### src/rtl/ppu_bg_fetch_if.sv
// rtl/ppu_bg_fetch_if.sv - PPU read port between the background fetcher and the memory manager
// The fetcher drives address/request; the memory side returns the read byte.
interface ppu_bg_fetch_if;
  logic [13:0] ppu_addr;
  logic        ppu_read_request;
  logic [7:0]  mem_rdata;

  modport master (output ppu_addr, output ppu_read_request, input mem_rdata);
  modport slave  (input ppu_addr, input ppu_read_request, output mem_rdata);
endinterface

### src/rtl/ppu_bg_fetch.sv
// rtl/ppu_bg_fetch.sv - PPU background tile fetch sequencer and pixel shifters
// Issues NT/AT/PT reads per dot, loads 16-bit shifters and emits one bg pixel per visible dot.
module ppu_bg_fetch #(
  parameter int VISIBLE_LINES  = 240,
  parameter int PRERENDER_LINE = 261
) (
  input  logic           clk,
  input  logic           rst,
  input  logic           i_dot_en,
  input  logic [8:0]     i_dot,
  input  logic [8:0]     i_line,
  input  logic           i_render_en,
  input  logic           i_show_left_bg,
  input  logic           i_bg_pt_sel,
  input  logic [2:0]     i_fine_x,
  input  logic [14:0]    i_vram_v,
  ppu_bg_fetch_if.master mem,
  output logic           o_inc_hori,
  output logic           o_inc_vert,
  output logic           o_copy_hori,
  output logic [3:0]     o_bg_pixel,
  output logic           o_bg_pixel_valid
);
  localparam logic [8:0] L_VIS = 9'(VISIBLE_LINES);
  localparam logic [8:0] L_PRE = 9'(PRERENDER_LINE);

  logic [7:0]  r_nt_byte, r_pt_lo, r_pt_hi;
  logic [1:0]  r_at_bits, r_kind;
  logic        r_dummy;
  logic [15:0] r_sh_lo, r_sh_hi, r_sh_alo, r_sh_ahi;

  logic [2:0]  w_p;
  logic        w_visible, w_fetch_line, w_fetch_win, w_dummy, w_issue;
  logic        w_shift, w_reload, w_pix_dot, w_blank;
  logic [13:0] w_addr;
  logic [7:0]  w_at_sh;
  logic [15:0] w_lo_nxt, w_hi_nxt, w_alo_nxt, w_ahi_nxt;
  logic [3:0]  w_idx;
  logic [1:0]  w_pat, w_pal;

  assign w_p          = i_dot[2:0];
  assign w_visible    = i_line < L_VIS;
  assign w_fetch_line = i_render_en & (w_visible | (i_line == L_PRE));
  assign w_fetch_win  = (i_dot >= 9'd1 && i_dot <= 9'd256) || (i_dot >= 9'd321 && i_dot <= 9'd336);
  assign w_dummy      = (i_dot == 9'd337) || (i_dot == 9'd339);
  assign w_issue      = w_fetch_line & ((w_fetch_win & w_p[0]) | w_dummy);
  assign w_shift      = w_fetch_line & ((i_dot >= 9'd2 && i_dot <= 9'd257) ||
                                        (i_dot >= 9'd322 && i_dot <= 9'd337));
  assign w_reload     = w_fetch_line & (w_p == 3'd1) &
                        ((i_dot >= 9'd9 && i_dot <= 9'd257) || i_dot == 9'd329 || i_dot == 9'd337);
  assign w_pix_dot    = w_visible & (i_dot >= 9'd1) & (i_dot <= 9'd256);
  assign w_at_sh      = mem.mem_rdata >> {i_vram_v[6], i_vram_v[1], 1'b0};

  // Dummy fetches at 337/339 always address the nametable, whatever the phase.
  always_comb begin
    w_addr = {2'b10, i_vram_v[11:0]};
    if (!w_dummy) begin
      case (w_p[2:1])
        2'd1:    w_addr = {2'b10, i_vram_v[11:10], 4'b1111, i_vram_v[9:7], i_vram_v[4:2]};
        2'd2:    w_addr = {1'b0, i_bg_pt_sel, r_nt_byte, 1'b0, i_vram_v[14:12]};
        2'd3:    w_addr = {1'b0, i_bg_pt_sel, r_nt_byte, 1'b1, i_vram_v[14:12]};
        default: w_addr = {2'b10, i_vram_v[11:0]};
      endcase
    end
  end

  always_comb begin
    w_lo_nxt  = r_sh_lo;
    w_hi_nxt  = r_sh_hi;
    w_alo_nxt = r_sh_alo;
    w_ahi_nxt = r_sh_ahi;
    if (w_shift) begin
      w_lo_nxt  = {r_sh_lo[14:0], 1'b0};
      w_hi_nxt  = {r_sh_hi[14:0], 1'b0};
      w_alo_nxt = {r_sh_alo[14:0], 1'b0};
      w_ahi_nxt = {r_sh_ahi[14:0], 1'b0};
    end
    if (w_reload) begin
      w_lo_nxt[7:0]  = r_pt_lo;
      w_hi_nxt[7:0]  = r_pt_hi;
      w_alo_nxt[7:0] = {8{r_at_bits[0]}};
      w_ahi_nxt[7:0] = {8{r_at_bits[1]}};
    end
  end

  // The pixel is taken from the post-shift value so dot 1 shows bit 15 unshifted.
  assign w_idx   = 4'd15 - {1'b0, i_fine_x};
  assign w_pat   = {w_hi_nxt[w_idx], w_lo_nxt[w_idx]};
  assign w_pal   = {w_ahi_nxt[w_idx], w_alo_nxt[w_idx]};
  assign w_blank = !i_render_en | (!i_show_left_bg & (i_dot <= 9'd8)) | (w_pat == 2'b00) | !w_pix_dot;

  always_ff @(posedge clk) begin
    if (rst) begin
      mem.ppu_addr         <= '0;
      mem.ppu_read_request <= 1'b0;
      r_kind               <= '0;
      r_dummy              <= 1'b0;
      r_nt_byte            <= '0;
      r_at_bits            <= '0;
      r_pt_lo              <= '0;
      r_pt_hi              <= '0;
      r_sh_lo              <= '0;
      r_sh_hi              <= '0;
      r_sh_alo             <= '0;
      r_sh_ahi             <= '0;
      o_inc_hori           <= 1'b0;
      o_inc_vert           <= 1'b0;
      o_copy_hori          <= 1'b0;
      o_bg_pixel           <= '0;
      o_bg_pixel_valid     <= 1'b0;
    end else begin
      o_inc_hori  <= i_dot_en & w_fetch_line & w_fetch_win & (w_p == 3'd0);
      o_inc_vert  <= i_dot_en & w_fetch_line & (i_dot == 9'd256);
      o_copy_hori <= i_dot_en & w_fetch_line & (i_dot == 9'd257);
      if (i_dot_en) begin
        mem.ppu_read_request <= w_issue;
        if (w_issue) mem.ppu_addr <= w_addr;
        r_kind  <= w_p[2:1];
        r_dummy <= w_dummy;
        if (w_fetch_line && mem.ppu_read_request && !r_dummy) begin
          case (r_kind)
            2'd0:    r_nt_byte <= mem.mem_rdata;
            2'd1:    r_at_bits <= w_at_sh[1:0];
            2'd2:    r_pt_lo   <= mem.mem_rdata;
            default: r_pt_hi   <= mem.mem_rdata;
          endcase
        end
        r_sh_lo          <= w_lo_nxt;
        r_sh_hi          <= w_hi_nxt;
        r_sh_alo         <= w_alo_nxt;
        r_sh_ahi         <= w_ahi_nxt;
        o_bg_pixel_valid <= w_pix_dot;
        o_bg_pixel       <= w_blank ? 4'h0 : {w_pal, w_pat};
      end
    end
  end
endmodule

### src/flat_wrapper.sv
// flat-port wrapper written by rule: the top's interface ports become plain ports
module ppu_bg_fetch_flat 
#(
  parameter int VISIBLE_LINES  = 240,
  parameter int PRERENDER_LINE = 261
)
  (clk, rst, i_dot_en, i_dot, i_line, i_render_en, i_show_left_bg, i_bg_pt_sel, i_fine_x, i_vram_v, o_inc_hori, o_inc_vert, o_copy_hori, o_bg_pixel, o_bg_pixel_valid, mem_ppu_addr, mem_ppu_read_request, mem_mem_rdata);
  ppu_bg_fetch_if mem_i ();
  input  logic clk;
  input  logic rst;
  input  logic i_dot_en;
  input  logic [8:0] i_dot;
  input  logic [8:0] i_line;
  input  logic i_render_en;
  input  logic i_show_left_bg;
  input  logic i_bg_pt_sel;
  input  logic [2:0] i_fine_x;
  input  logic [14:0] i_vram_v;
  output logic o_inc_hori;
  output logic o_inc_vert;
  output logic o_copy_hori;
  output logic [3:0] o_bg_pixel;
  output logic o_bg_pixel_valid;
  output wire logic [$bits(mem_i.ppu_addr)-1:0] mem_ppu_addr;
  output wire logic [$bits(mem_i.ppu_read_request)-1:0] mem_ppu_read_request;
  input wire logic [$bits(mem_i.mem_rdata)-1:0] mem_mem_rdata;
  assign mem_ppu_addr = mem_i.ppu_addr;
  assign mem_ppu_read_request = mem_i.ppu_read_request;
  assign mem_i.mem_rdata = mem_mem_rdata;
  ppu_bg_fetch #(.VISIBLE_LINES(VISIBLE_LINES), .PRERENDER_LINE(PRERENDER_LINE)) u_core (.clk(clk), .rst(rst), .i_dot_en(i_dot_en), .i_dot(i_dot), .i_line(i_line), .i_render_en(i_render_en), .i_show_left_bg(i_show_left_bg), .i_bg_pt_sel(i_bg_pt_sel), .i_fine_x(i_fine_x), .i_vram_v(i_vram_v), .mem(mem_i), .o_inc_hori(o_inc_hori), .o_inc_vert(o_inc_vert), .o_copy_hori(o_copy_hori), .o_bg_pixel(o_bg_pixel), .o_bg_pixel_valid(o_bg_pixel_valid));
endmodule
### config.mk
export PLATFORM = sky130hd
export DESIGN_NAME = ppu_bg_fetch_flat
export DESIGN_NICKNAME = d
export VERILOG_FILES = /design/src/rtl/ppu_bg_fetch_if.sv /design/src/rtl/ppu_bg_fetch.sv /design/src/flat_wrapper.sv
export SDC_FILE = /design/constraint.sdc
export NUM_CORES = 1
export LEC_CHECK = 0
export CAP_MARGIN = 20
export CELL_PAD_IN_SITES_DETAIL_PLACEMENT = 1
export CELL_PAD_IN_SITES_GLOBAL_PLACEMENT = 2
export CORE_ASPECT_RATIO = 1.5
export CORE_MARGIN = 5
export CORE_UTILIZATION = 36
export CTS_CLUSTER_DIAMETER = 60
export DETAILED_ROUTE_END_ITERATION = 12
export PLACE_DENSITY_LB_ADDON = 0.1
export SYNTH_ARGS = -nofsm -noshare
export SYNTH_HDL_FRONTEND = slang
export SYNTH_SLANG_ARGS = --single-unit
### constraint.sdc
create_clock -name clk -period 7.8 [get_ports clk]
set_input_delay 2.34 -clock clk [delete_from_list [all_inputs] [get_ports clk]]
set_output_delay 2.34 -clock clk [all_outputs]
set_load 0.005 [all_outputs]
==> reports/results.tsv <==
stage	metric	value	unit
status	outcome	complete, no violations	
clocking	depth of the CTS H-tree	4	
synthesis	syn nets	663	
synthesis	synthesized area per cell	8.72	µm²
clocking	clk sinks	116	
route	DR iter-0 viols	146	
clocking	Hold-fix buffers, CTS	0	
synthesis	Synth Area in Compound Gates	18.1	%
synthesis	Synth Area in XOR/XNOR	0.328	%
floorplanning	Die Width	110	µm
finish	Final Util	46.2	%
finish	layout cells sized above 1	10.0	%
synthesis	Async SR Flop Fraction	0	%
setup_path	Setup crit end kind	flip-flop	
power	switching pwr	0.334	mW
placement	port bufs	72	
setup_path	CP startpoint	i_dot[2]	
synthesis	synth top area cells	dfxtp_1, mux2i_1, nand2_1	
power	Lkg Pwr	2.17	nW
hold_path	hold_sp	u_core.o_bg_pixel[2]$_SDFFE_PP0P_	
synthesis	Commonest cells post-synth	dfxtp_1, nand2_1, nor2_1	
floorplanning	Placeable Area	14600	µm²
route	vias per inst	5.25	
setup_path	RR Startpoint	u_core.r_sh_hi[9]$_SDFFE_PP0P_	
floorplanning	row cnt	54	
grt	Total Routing Usage GR	18.2	%
synthesis	Synth Area in Adders	0	%
synthesis	post-synthesis sequential element count	116	
clocking	Setup Fix Bufs, Post-CTS	0	
route	Antenna Nets Post-Route	0	
route	routed wire length	15.2	mm
power	Net Sw Frac	22.3	%
finish	antenna cells	0	
timing	min cycle time layout	5.19	ns
synthesis	number of synthesized flops with an enable pin	0	
clocking	worst-case clock buffer depth	2	
grt	GRT overflow	0	
synthesis	synth unique cells	63	
finish	Final nets	718	
clocking	Root Buffer	clkbuf_16	
clocking	Clock Pin Slew Worst Setup and Hold Paths	0.05	ns
synthesis	Mapped Cells	613	
clocking	cts bufs inserted	17	
timing	setup TNS	0	ns
route	post-DR wirelength/cell	17.3	µm
grt	antenna violations before repair	0	
placement	dpl hpwl	10.9	mm
hold_path	Min-Delay Path Class	reg -> reg	
synthesis	largest family of logic cells by synthesized area	simple AND/OR/NAND/NOR gates	
power	Peak VDD IR	0.172	mV
synthesis	post-synthesis mux area share	12.5	%
job	Max Cap Viol	0	
setup_path	Crit Path Max Fanout	13	
synthesis	count leader, synth	dfxtp_1	
floorplanning	Die H	159	µm
synthesis	Main synth FF type	dfxtp_1	
synthesis	synthesized area	5350	µm²
setup_path	startpoint class of the critical path	input port	
timing	Hold WS	0.443	ns
timing	Final Hold Viols	0	
timing	max_slew headroom	36.7	%
synthesis	simple-gate share of the synthesized area	21.1	%
power	Clk pwr share	51.9	%
route	total vias in the final route	4593	
power	Seq pwr share	40.5	%
timing	Slew Viols, Final	0	
setup_path	CP Class	in -> reg	
setup_path	CP Data Arrival Time	5.53	ns
clocking	cts repair resizes	0	
finish	cell area after layout	6740	µm²
setup_path	Worst EP required	8.14	ns
synthesis	Synth area leader	dfxtp_1	
power	total power per unit cell area	222	nW/µm²
floorplanning	Starting Density	36.6	%
synthesis	Synth top area share	43.4	%
timing	RSZ-0062 raised after global routing	no	
power	Comb pwr share	7.6	%
timing	Final period util	66.5	%
route	DRT Pass-1 Iters	4	
power	Int Pwr	1.16	mW
timing	Post-Route Skew	0.00582	ns
synthesis	Syn. warnings	0	
grt	pin count of the biggest net entering global routing	79	
grt	number of global-route vias before repair	4958	
power	post-layout total power	1.50	mW
timing	Worst Max-Slew Pin Slew	0.949	ns
timing	Setup Viol. Count Final	0	
floorplanning	io pins	73	
floorplanning	die area	17400	µm²
clocking	worst-skew pair later-pin latency	0.41	ns
synthesis	register area share after synthesis	43.4	%
placement	DP Area	6150	µm²
timing	fmax	193	MHz
clocking	CTS tree	done	
placement	routability cong.	0.852	
grt	first-pass GRT wire length	25.0	mm
finish	Layout area overhead	26.1	%
route	residual DRC count	0	
-- cell type report --
| cell class | instances | area, µm² |
|---|---|---|
| multi-input cells | 447 | 2790 |
| clock inverters | 9 | 130 |
| repair buffers | 78 | 763 |
| fillers | 1714 | 7850 |
| well taps | 196 | 245 |
| inverters | 8 | 30.0 |
| flip-flops and latches | 116 | 2320 |
| clock buffers | 21 | 460 |
-- power groups by stage --
stage	Clock, mW	Combinational, mW	Sequential (mW)
6_report	0.778	0.114	0.607
3_5_place_dp	0	0.116	0.619
4_1_cts	0.800	0.116	0.607
5_1_grt	0.829	0.125	0.607
3_3_place_gp	0	0.113	0.619
2_1_floorplan	0	0.0649	0.618
-- through the flow --
stage                     setup slack [ns]  cells
after floorplan                       3.52    613
after global placement                2.36    845
after global routing                  2.41    875
after CTS                             2.64    875
after detailed placement              2.21    845
final                                 2.61    875
-- kinds of logic after synthesis --
logic type | after synthesis
and+or+nand+nor | 245
AOI/OAI and AO/OA | 137
DFF | 116
muxes | 63
buffers and inverters | 50
xor gates and xnor gates | 2
-- final timing paths --
kind,endpoint,slack (ns),cells past startpoint
min,u_core.o_bg_pixel[2]$_SDFFE_PP0P_,0.44,2
max,u_core.o_bg_pixel[3]$_SDFFE_PP0P_,2.61,9
max reg2reg,u_core.o_bg_pixel[3]$_SDFFE_PP0P_,5.90,8
min reg2reg,u_core.o_bg_pixel[2]$_SDFFE_PP0P_,0.44,2
-- placed cells by master (no fill, tap or decap), types with 4 or more instances in the layout --
cell	instances
o21ai_0	13
a221o_1	4
inv_1	8
a22oi_1	5
nor2_2	5
nor2b_1	4
buf_4	7
nor2_1	91
a32oi_1	4
clkbuf_16	17
dfxtp_1	116
a21oi_1	41
mux2i_1	60
nand2b_1	5
nor4_1	4
a221oi_1	4
and2_1	4
a211oi_1	31
nand2_1	104
clkdlybuf4s50_1	71
-- worst max-delay path, cell delays in order --
cell and delay (ns):
clkdlybuf4s50_1 0.82, nor3_2 0.13, o211ai_2 0.23, a22oi_2 0.13, a21oi_1 0.80, a221o_1 0.31
a41oi_1 0.12, or4b_1 0.52, o21ai_1 0.13
-- flip-flops by register name, summed over array words and instances, names as in the netlist --
register                     count
u_core.r_pt_lo                   8
u_core.o_bg_pixel_valid          1
u_core.r_at_bits                 2
u_core.o_inc_hori                1
u_core.o_bg_pixel                4
u_core.r_pt_hi                   8
u_core.r_dummy                   1
u_core.r_nt_byte                 8
u_core.r_sh_ahi                 16
u_core.mem.ppu_read_request      1
u_core.r_sh_hi                  16
u_core.o_inc_vert                1
u_core.o_copy_hori               1
u_core.r_sh_lo                  16
u_core.r_kind                    2
u_core.mem.ppu_addr             14
u_core.r_sh_alo                 16
-- routing by layer --
metal | wire length [µm] | GRT usage [%] | vias up
li1 | - | - | 2278
met1 | 6150 | 20.4 | 2242
met3 | 388 | 4.26 | 16
met5 | 0 | 0 | -
met2 | 8410 | 32.6 | 57
met4 | 225 | 6.58 | 0
(Power assumes the default switching activity.)
